**config.mk**
```make
export PLATFORM = sky130hd
export DESIGN_NAME = median_denoise_flat
export DESIGN_NICKNAME = d
export VERILOG_FILES = /design/src/rtl/median_denoise_if.sv /design/src/rtl/median_denoise.sv /design/src/flat_wrapper.sv
export SDC_FILE = /design/constraint.sdc
export NUM_CORES = 1
export LEC_CHECK = 0
export BUFFER_PORTS_ARGS = -buffer_cell sky130_fd_sc_hd__buf_2
export CORE_ASPECT_RATIO = 1.1
export CORE_MARGIN = 5
export CORE_UTILIZATION = 55
export CTS_CLUSTER_SIZE = 25
export DETAILED_ROUTE_END_ITERATION = 6
export GPL_ROUTABILITY_DRIVEN = 1
export GPL_TIMING_DRIVEN = 0
export PLACE_DENSITY = 0.83
export RECOVER_POWER = 100
export SLEW_MARGIN = 20
export SYNTH_ARGS = -nofsm -noshare
export SYNTH_HDL_FRONTEND = slang
export SYNTH_SLANG_ARGS = --single-unit
```
**constraint.sdc**
```tcl
create_clock -name clk -period 4.2 [get_ports clk]
set_input_delay 0.42 -clock clk [delete_from_list [all_inputs] [get_ports clk]]
set_output_delay 0.42 -clock clk [all_outputs]
set_load 0.02 [all_outputs]
```
**src/rtl/median_denoise_if.sv**
```systemverilog
// -----------------------------------------------------------------------------
// median_denoise_if
// Beat bus carrying one colour-channel sample per cycle, as produced by the
// demosaic stage and as emitted by median_denoise.
//   valid    : beat strobe
//   data     : channel sample, DATA_W bits
//   color    : 0=R, 1=G, 2=B, 3=invalid
//   col_last : last pixel of the column strip (meaningful on B beats)
//   pic_last : last pixel of the picture (meaningful on B beats)
// Modports: master drives the beat, slave receives it. No backpressure.
// -----------------------------------------------------------------------------
interface median_denoise_if #(
  parameter int DATA_W = 8
);
  logic              valid;
  logic [DATA_W-1:0] data;
  logic [1:0]        color;
  logic              col_last;
  logic              pic_last;

  modport master (output valid, data, color, col_last, pic_last);
  modport slave  (input  valid, data, color, col_last, pic_last);
endinterface

```
**src/rtl/median_denoise.sv**
```systemverilog
// -----------------------------------------------------------------------------
// median_denoise
// Per-channel 3-tap median filter along each column strip of the demosaic
// RGB beat stream. Removes single-pixel impulse noise. The output for pixel n
// is emitted while pixel n+1 arrives; the last pixel of a column is replayed
// by a three-beat flush (R, G, B) after the column's final B beat.
// Ports:
//   clk     : clock, rising edge
//   rst     : synchronous active-high reset
//   in_bus  : slave side of the input beat bus
//   out_bus : master side of the output beat bus (all fields registered)
// -----------------------------------------------------------------------------
module median_denoise #(
  parameter int DATA_W = 8
) (
  input  logic             clk,
  input  logic             rst,
  median_denoise_if.slave  in_bus,
  median_denoise_if.master out_bus
);

  typedef enum logic [1:0] {
    IDLE = 2'd0,
    FL_R = 2'd1,
    FL_G = 2'd2,
    FL_B = 2'd3
  } state_t;

  localparam logic [1:0] COL_R    = 2'd0;
  localparam logic [1:0] COL_G    = 2'd1;
  localparam logic [1:0] COL_B    = 2'd2;
  localparam logic [1:0] COL_NONE = 2'd3;

  // Median of three with three unsigned comparators; ties return the
  // repeated value because >= resolves equal pairs consistently.
  function automatic logic [DATA_W-1:0] med3(
    input logic [DATA_W-1:0] x,
    input logic [DATA_W-1:0] y,
    input logic [DATA_W-1:0] z
  );
    logic              ge_xy;
    logic              ge_yz;
    logic              ge_xz;
    logic [DATA_W-1:0] m;
    ge_xy = (x >= y);
    ge_yz = (y >= z);
    ge_xz = (x >= z);
    if (ge_xy) begin
      if (ge_yz) begin
        m = y;
      end else if (ge_xz) begin
        m = z;
      end else begin
        m = x;
      end
    end else begin
      if (ge_xz) begin
        m = x;
      end else if (ge_yz) begin
        m = z;
      end else begin
        m = y;
      end
    end
    return m;
  endfunction

  // Per-channel history: a_r = p[n-1], b_r = p[n]; tail_r holds the flushed pixel.
  logic [DATA_W-1:0] a_r    [3];
  logic [DATA_W-1:0] b_r    [3];
  logic [DATA_W-1:0] tail_r [3];
  logic              tail_pic_r;
  logic              first_r;
  state_t            state_r;
  state_t            state_s;

  logic              out_valid_r;
  logic [DATA_W-1:0] out_data_r;
  logic [1:0]        out_color_r;
  logic              out_col_last_r;
  logic              out_pic_last_r;

  logic              beat_s;
  logic              col_end_s;
  logic              emit_s;
  logic              load_tail_s;
  logic [DATA_W-1:0] sel_a_s;
  logic [DATA_W-1:0] sel_b_s;
  logic [DATA_W-1:0] med_s;

  logic              nxt_valid_s;
  logic [DATA_W-1:0] nxt_data_s;
  logic [1:0]        nxt_color_s;
  logic              nxt_col_last_s;
  logic              nxt_pic_last_s;

  // Input beat decode, history select for the incoming channel, and median.
  always_comb begin
    beat_s    = in_bus.valid && (in_bus.color != COL_NONE);
    col_end_s = beat_s && (in_bus.color == COL_B) && in_bus.col_last;
    emit_s    = beat_s && !first_r;
    sel_a_s   = '0;
    sel_b_s   = '0;
    case (in_bus.color)
      COL_R: begin
        sel_a_s = a_r[0];
        sel_b_s = b_r[0];
      end
      COL_G: begin
        sel_a_s = a_r[1];
        sel_b_s = b_r[1];
      end
      COL_B: begin
        sel_a_s = a_r[2];
        sel_b_s = b_r[2];
      end
      default: begin
        sel_a_s = '0;
        sel_b_s = '0;
      end
    endcase
    med_s = med3(sel_a_s, sel_b_s, in_bus.data);
  end

  // Flush sequencer next state. A col_last landing on FL_B (single pixel
  // right behind the previous column) restarts the flush cleanly because
  // FL_B reads the old tail in the same cycle the new tail is loaded.
  always_comb begin
    state_s = state_r;
    case (state_r)
      IDLE: begin
        if (col_end_s) begin
          state_s = FL_R;
        end else begin
          state_s = IDLE;
        end
      end
      FL_R: state_s = FL_G;
      FL_G: state_s = FL_B;
      FL_B: begin
        if (col_end_s) begin
          state_s = FL_R;
        end else begin
          state_s = IDLE;
        end
      end
      default: state_s = IDLE;
    endcase
    load_tail_s = (state_s == FL_R);
  end

  // Next output beat: flush beats while flushing, otherwise the regular
  // median. A new column's beats during a flush are pixel-0 beats and never
  // emit, so the two sources cannot collide.
  always_comb begin
    nxt_valid_s    = 1'b0;
    nxt_data_s     = out_data_r;
    nxt_color_s    = out_color_r;
    nxt_col_last_s = 1'b0;
    nxt_pic_last_s = 1'b0;
    case (state_r)
      FL_R: begin
        nxt_valid_s = 1'b1;
        nxt_data_s  = tail_r[0];
        nxt_color_s = COL_R;
      end
      FL_G: begin
        nxt_valid_s = 1'b1;
        nxt_data_s  = tail_r[1];
        nxt_color_s = COL_G;
      end
      FL_B: begin
        nxt_valid_s    = 1'b1;
        nxt_data_s     = tail_r[2];
        nxt_color_s    = COL_B;
        nxt_col_last_s = 1'b1;
        nxt_pic_last_s = tail_pic_r;
      end
      IDLE: begin
        if (emit_s) begin
          nxt_valid_s = 1'b1;
          nxt_data_s  = med_s;
          nxt_color_s = in_bus.color;
        end else begin
          nxt_valid_s = 1'b0;
        end
      end
      default: nxt_valid_s = 1'b0;
    endcase
  end

  // State, history, tail and output registers.
  always_ff @(posedge clk) begin
    if (rst) begin
      state_r        <= IDLE;
      first_r        <= 1'b1;
      tail_pic_r     <= 1'b0;
      out_valid_r    <= 1'b0;
      out_data_r     <= '0;
      out_color_r    <= 2'd0;
      out_col_last_r <= 1'b0;
      out_pic_last_r <= 1'b0;
      for (int c = 0; c < 3; c++) begin
        a_r[c]    <= '0;
        b_r[c]    <= '0;
        tail_r[c] <= '0;
      end
    end else begin
      state_r        <= state_s;
      out_valid_r    <= nxt_valid_s;
      out_data_r     <= nxt_data_s;
      out_color_r    <= nxt_color_s;
      out_col_last_r <= nxt_col_last_s;
      out_pic_last_r <= nxt_pic_last_s;
      for (int c = 0; c < 3; c++) begin
        if (beat_s && (in_bus.color == c[1:0])) begin
          // Pixel 0 seeds both taps so pixel 0 sees median(p0, p0, p1) = p0.
          a_r[c] <= first_r ? in_bus.data : b_r[c];
          b_r[c] <= in_bus.data;
        end
      end
      // The first-pixel flag stays set through pixel 0's R/G/B and is
      // re-armed by a col_last on the B beat.
      if (beat_s && (in_bus.color == COL_B)) begin
        first_r <= in_bus.col_last;
      end
      if (load_tail_s) begin
        tail_r[0]  <= b_r[0];
        tail_r[1]  <= b_r[1];
        tail_r[2]  <= in_bus.data;
        tail_pic_r <= in_bus.pic_last;
      end
    end
  end

  assign out_bus.valid    = out_valid_r;
  assign out_bus.data     = out_data_r;
  assign out_bus.color    = out_color_r;
  assign out_bus.col_last = out_col_last_r;
  assign out_bus.pic_last = out_pic_last_r;

endmodule

```
**src/flat_wrapper.sv**
```systemverilog
// flat-port wrapper written by rule: the top's interface ports become plain ports
module median_denoise_flat 
#(
  parameter int DATA_W = 8
)
  (clk, rst, in_bus_valid, in_bus_data, in_bus_color, in_bus_col_last, in_bus_pic_last, out_bus_valid, out_bus_data, out_bus_color, out_bus_col_last, out_bus_pic_last);
  median_denoise_if #(.DATA_W(DATA_W)) in_bus_i ();
  median_denoise_if #(.DATA_W(DATA_W)) out_bus_i ();
  input  logic clk;
  input  logic rst;
  input wire logic [$bits(in_bus_i.valid)-1:0] in_bus_valid;
  input wire logic [$bits(in_bus_i.data)-1:0] in_bus_data;
  input wire logic [$bits(in_bus_i.color)-1:0] in_bus_color;
  input wire logic [$bits(in_bus_i.col_last)-1:0] in_bus_col_last;
  input wire logic [$bits(in_bus_i.pic_last)-1:0] in_bus_pic_last;
  output wire logic [$bits(out_bus_i.valid)-1:0] out_bus_valid;
  output wire logic [$bits(out_bus_i.data)-1:0] out_bus_data;
  output wire logic [$bits(out_bus_i.color)-1:0] out_bus_color;
  output wire logic [$bits(out_bus_i.col_last)-1:0] out_bus_col_last;
  output wire logic [$bits(out_bus_i.pic_last)-1:0] out_bus_pic_last;
  assign in_bus_i.valid = in_bus_valid;
  assign in_bus_i.data = in_bus_data;
  assign in_bus_i.color = in_bus_color;
  assign in_bus_i.col_last = in_bus_col_last;
  assign in_bus_i.pic_last = in_bus_pic_last;
  assign out_bus_valid = out_bus_i.valid;
  assign out_bus_data = out_bus_i.data;
  assign out_bus_color = out_bus_i.color;
  assign out_bus_col_last = out_bus_i.col_last;
  assign out_bus_pic_last = out_bus_i.pic_last;
  median_denoise #(.DATA_W(DATA_W)) u_core (.clk(clk), .rst(rst), .in_bus(in_bus_i), .out_bus(out_bus_i));
endmodule
```
* Yosys cells after proc, flatten, opt, wreduce, memory -nomap -nowiden
Memories as Yosys holds them, arrays and structs flattened.
Index checks and enable logic that the tools add are counted.
Widths: inputs -> output; s select.
** Word-level totals
- Memories :: 3
- Word-level logic and storage cells :: 86
- Flip-flop bits (word level) :: 17
- Output and inout port bits :: 13
- Input port bits :: 15
- Memory bits (writable) :: 72
** Memories
- u_core.a_r :: words 3, width 8, rd ports 3, clocked after memory_dff 0, wr ports 3, RTL line median_denoise.sv:69 : logic [DATA_W-1:0] a_r [3];
- u_core.b_r :: words 3, width 8, rd ports 3, clocked after memory_dff 0, wr ports 3, RTL line median_denoise.sv:70 : logic [DATA_W-1:0] b_r [3];
- u_core.tail_r :: words 3, width 8, rd ports 3, clocked after memory_dff 0, wr ports 3, RTL line median_denoise.sv:71 : logic [DATA_W-1:0] tail_r [3];
** Cells by class
- Mux-type cells :: 42
- Eq/ne operators :: 8
- Reductions and logical operators :: 12
- $lt $le $gt $ge :: 3
- Bitwise operators :: 10
** Operator list (count)
- $mux 8 :: 18
- $pmux 8 s3 :: 2
- $pmux 8 s4 :: 1
- $ge 8x8->1 :: 3
- $mux 1 :: 17
- $or 1x1->1 :: 9
- $pmux 2 s4 :: 1
- $eq 2x1->1 const B :: 3
- $eq 2x2->1 const B :: 3
- $logic_and 1x1->1 :: 6
- $pmux 2 s3 :: 1
- $logic_not 2->1 :: 2
- $reduce_or 2->1 :: 2
- $reduce_or 3->1 :: 1
- $mux 2 :: 1
- $ne 2x1->1 const B :: 1
- $ne 2x2->1 const B :: 1
- $pmux 1 s2 :: 1
- $logic_not 1->1 :: 1
- $not 1->1 :: 1

* Depth between registers and ports, before layout
- Depth in word-level cells :: 11
- Mapped depth :: 16
- Mapped depth without buffers :: 13

* Worst setup path after synthesis
Ideal clock, no wire load.
- Path type :: in2reg
- Start point :: input port in_bus_color[1]
- End point :: memory u_core.tail_r[0][0], enable pin
- Data arrival time :: 3.090 ns
- Path buffers :: 3
- Cell stages on the path :: 6
- Path slack :: 0.666 ns
- Cells stage by stage :: buf_6 nor2b_1 buf_2 clkbuf_1 a31oi_1 o31ai_1
** RTL lines
- from (decl) :: RTL line flat_wrapper.sv:13 : input wire logic [$bits(in_bus_i.color)-1:0] in_bus_color;
- to (decl) :: RTL line median_denoise.sv:71

* Worst setup path in the final report
- Start point :: input port in_bus_color[0]
- End point :: register u_core.out_data_r[7] (netlist: u_core.out_bus.data[7])
** Between the ends
- Cells in the longest elaborated chain, start to end :: 8
** RTL lines
- $eq 2x2->1 (tied with other cells) :: RTL line median_denoise.sv:104 : case (in_bus.color)
- $pmux 8 s3 :: RTL line median_denoise.sv:104
- $ge 8x8->1, on equally long branches :: RTL line median_denoise.sv:46, median_denoise.sv:47
- $mux 8, on equally long branches :: RTL line median_denoise.sv:59, median_denoise.sv:51
- $mux 8, on equally long branches :: RTL line median_denoise.sv:57, median_denoise.sv:49
- $mux 8 :: RTL line median_denoise.sv:48 : if (ge_xy) begin
- $mux 8 :: RTL line median_denoise.sv:180 : if (emit_s) begin
- $pmux 8 s4 :: RTL line median_denoise.sv:161 : case (state_r)
- to (signal assigned) :: RTL line median_denoise.sv:211 : out_data_r <= nxt_data_s;
- to (decl) :: RTL line median_denoise.sv:78 : logic [DATA_W-1:0] out_data_r;
Parallel ways exist; a longest one is shown, timed or not. The select of a mux whose other input is x is not followed.
A chain may end at the register's enable or synchronous reset.

==> out/qor_table.md <==
| Parameter | Reported | Unit |
|:---|:---|:---|
| Count of vias placed by the detailed router | 3725 | - |
| DP Wirelength | 8.85 | mm |
| Die Wd | 100 | um |
| Reported leakage power | 2.06 | nW |
| Synth area leader | sky130_fd_sc_hd__edfxtp_1 | - |
| FMAX | 266 | MHz |
| Buffering stage count on the worst path with inverters included | 4 | - |
| Wire length of the first global-routing pass | 19.2 | mm |
| Max Root-Sink Buffers | 2 | - |
| Initial Util | 0.559 | - |
| Primary FF master, synth | sky130_fd_sc_hd__edfxtp_1 | - |
| Setup violation total in the final timing report | 0 | - |
| Clock Latency Late Sink | 370 | ps |
| Worst-path clk slew | 80 | ps |
| DRC marker count from the first detailed-route iteration | 344 | - |
| Combinational family with the most area after synthesis | compound AO/OA/AOI/OAI gates | - |
| Post-route clock skew | 17.0 | ps |
| Setup Fix Bufs, Post-CTS | 0 | - |
| Parity-gate share of the synthesized area counting xor and xnor cells | 0 | - |
| Worst EP arrival | 3960 | ps |
| Slowest CP cell | sky130_fd_sc_hd__mux2i_1 | - |
| Layout cell share with drive strength beyond 1 | 0.100 | - |
| I/O Pins | 28 | - |
| Portion of the post-synthesis area used by sequential elements | 0.510 | - |
| WL/cell | 19.4 | um |
| Total wire length after detailed routing | 11.9 | mm |
| Setup repair after global routing missed its margin | no | - |
| Cell type group with the largest total delay on the critical path | compound AO/OA/AOI/OAI gates | - |
| Number of global-route vias before repair | 3770 | - |
| Peak supply drop | 0.171 | mV |
| MaxCap Viol Count | 0 | - |
| Via density per instance | 6.08 | - |
| Ordered cell list for the critical path | clkbuf_1 > nor2b_1 > buf_2 > clkbuf_1 > a21oi_1 > inv_1 > ha_1 > a21oi_1 > o21ai_0 > or3_1 > o21ai_0 > o21ai_1 > mux2i_1 > a211o_1 > o22ai_1 | - |
| Tightest Hold Check Type | input port to flop | - |
| TritonCTS clock tree | built | - |
| Hold violation count in the final report | 0 | - |
| Data required time at the worst endpoint | 4410 | ps |
| Endpoint type of the worst setup path | flop | - |
| Grt total ovfl | 0 | - |
| Number of enable flip-flop cells after synthesis | 72 | - |
| Transition time of the tightest slew-check pin | 1450 | ps |
| Antenna-violating nets left | 0 | - |
| Warnings from Yosys | 0 | - |
| Worst stage delay on the critical path | 580 | ps |
| Adder-cell share of the synthesized area | 0.0609 | - |
| Critical path type | input port to flop | - |
| Top library cells by usage in the layout, fill and taps aside | 72 x sky130_fd_sc_hd__edfxtp_1, 56 x sky130_fd_sc_hd__a21oi_1, 35 x sky130_fd_sc_hd__clkbuf_1 | - |
| Area fraction of the dominant cell type after synthesis | 0.440 | - |
| Simple logic cell fraction of the synthesized area | 0.163 | - |
| Biggest fanout along the worst timing path | 10 | - |
| Number of cells produced by synthesis | 457 | - |
| Antenna violations before repair | 0 | - |
| Number of nets produced by synthesis | 495 | - |
| Buffers added on ports | 24 | - |
| Final setup TNS | 0 | ps |
| Startpoint types | input port | - |
| Largest cells by area after synthesis | sky130_fd_sc_hd__edfxtp_1 44%, sky130_fd_sc_hd__dfxtp_1 6.9%, sky130_fd_sc_hd__ha_1 5.9% | - |
| Routing usage on met1 | 0.293 | - |
| Final cell area excluding filler cells | 5350 | sq um |
| Die area | 10900 | sq um |
| Die Y | 109 | um |
| Number of filler cells placed in the layout | 708 | - |
| Count of inserted antenna diode cells | 0 | - |
| Number of buffers created by CTS | 9 | - |
| Most common cell after layout, fill and taps aside | sky130_fd_sc_hd__edfxtp_1 | - |
| Post-synthesis cell area | 4910 | sq um |
| Cell variety after synth | 55 | - |
| Global routing's busiest layer | met2 | - |
| Met2 track utilization from global routing | 0.388 | - |
| Run status | completed | - |
| Area growth syn-to-layout | 8.97 | % |
| Slew margin rel. | 0.0224 | - |
| Number of clock sinks | 89 | - |
| Post-synthesis async set-or-reset flop share | 0 | - |
| Number of remaining DRC errors | 0 | - |
| Standard-cell rows | 36 | - |
| Fin crit share | 0.894 | - |
| Fin crit period | 3750 | ps |
| Pwr dens | 386 | nW/um^2 |
| Maximum number of pins on one net before global-route repair | 17 | - |
| Global router's overall resource usage | 0.230 | - |
| Gates resized, CTS repair | 0 | - |
| First drt pass iteration count | 5 | - |
| Layout net count | 532 | - |
| GR Util met3 | 0.0403 | - |
| Fraction of the mapped netlist area in compound gates | 0.166 | - |
| Root Buffer | sky130_fd_sc_hd__clkbuf_8 | - |
| Proportion of synthesized area in mux cells | 0.0566 | - |
| Level count of the clock H-tree | 3 | - |
| Cts hold-fix bufs | 0 | - |
| Final count of pins violating max slew | 0 | - |
| Core area | 8780 | sq um |
| Gpl congestion | 0.936 | - |
| Syn Area/Cell | 10.7 | sq um |
| Synthesis-stage register bit count | 89 | - |
| Instance area after placement | 5240 | sq um |
Yosys cell counts (all sizes together) (3+ instances only):
library cell  count
o21a              3
nor3             11
a2bb2o            6
a221oi            8
mux2i            22
o21ai            14
nand2            25
a311oi            3
nand3             3
buf               6
mux2              3
o22ai             7
and2             29
clkbuf           18
nor2             31
nor2b            17
dfxtp            17
inv              26
a211o             6
nand2b           26
ha               23
a21oi            57
edfxtp           72
cells by family after synthesis:
kind of cell	Yosys count
multiplexers	25
flip-flops	89
adder cells (fa/ha/maj)	24
buffers and inverters	50
AO/OA/AOI/OAI	117
AND/OR/NAND/NOR	152
per-stage QoR:
step | setup slack (ps) | utilization | instances | hold WS (ps) | power [mW]
after CTS | 319 | 0.621 | 614 | 248 | 2.08
after global routing | 167 | 0.609 | 613 | 308 | 2.13
after floorplan | 666 | - | 457 | 430 | 1.35
after detailed placement | -71.6 | 0.597 | 598 | 449 | 1.48
final | 447 | 0.609 | 613 | 260 | 2.07
after global placement | -264 | 0.589 | 595 | 441 | 1.46
worst register-to-register path, cell delays in order (launching register included):
cell and delay (ps):
sky130_fd_sc_hd__dfxtp_1 400, sky130_fd_sc_hd__inv_1 80, sky130_fd_sc_hd__ha_1 200, sky130_fd_sc_hd__clkbuf_1 230
sky130_fd_sc_hd__clkbuf_1 310, sky130_fd_sc_hd__o31ai_1 1240, sky130_fd_sc_hd__clkbuf_1 700
final timing paths:
check | start | end | slack (ps) | depth (start not counted)
worst min register to register | u_core.tail_pic_r | u_core.out_bus.pic_last | 460 | 1
worst min-delay path | in_bus_pic_last | u_core.tail_pic_r | 260 | 3
worst max-delay path | in_bus_color[0] | u_core.out_bus.data[7] | 450 | 15
worst max register to register | u_core.state_r[1] | u_core.tail_r[0][22] | 660 | 6
flip-flops by register name, summed over array words and instances, names as in the netlist:
name and cells:
u_core.tail_pic_r 1, u_core.first_r 1, u_core.out_bus.valid 1, u_core.out_bus.color 2, u_core.a_r 24, u_core.tail_r 24, u_core.b_r 24, u_core.out_bus.col_last 1
u_core.out_bus.data 8, u_core.out_bus.pic_last 1, u_core.state_r 2
area by class of cell:
class	instances	area, sq um	share of cell area
Sequential cell	89	2500	0.468
Multi-Input combinational cell	318	2170	0.406
Clock buffer	13	191	0.0358
Tap cell	114	143	0.0267
Timing Repair Buffer	27	115	0.0215
Buffer	23	108	0.0201
Inverter	26	97.6	0.0182
Clock inverter	3	18.8	0.00351
layer usage:
| layer | wire length (um) | part of all wire |
|---|---|---|
| met4 | 274 | 0.023 |
| met5 | 0 | 0 |
| met2 | 5820 | 0.49 |
| met3 | 1020 | 0.085 |
| met1 | 4800 | 0.40 |
power by group:
| group | switching, mW | internal [mW] | leakage, nW |
|---|---|---|---|
| clock | 0.307 | 0.303 | 0.106 |
| sequential | 0.0387 | 1.02 | 0.876 |
| combinational | 0.248 | 0.145 | 1.08 |
(Power assumes the default switching activity.)
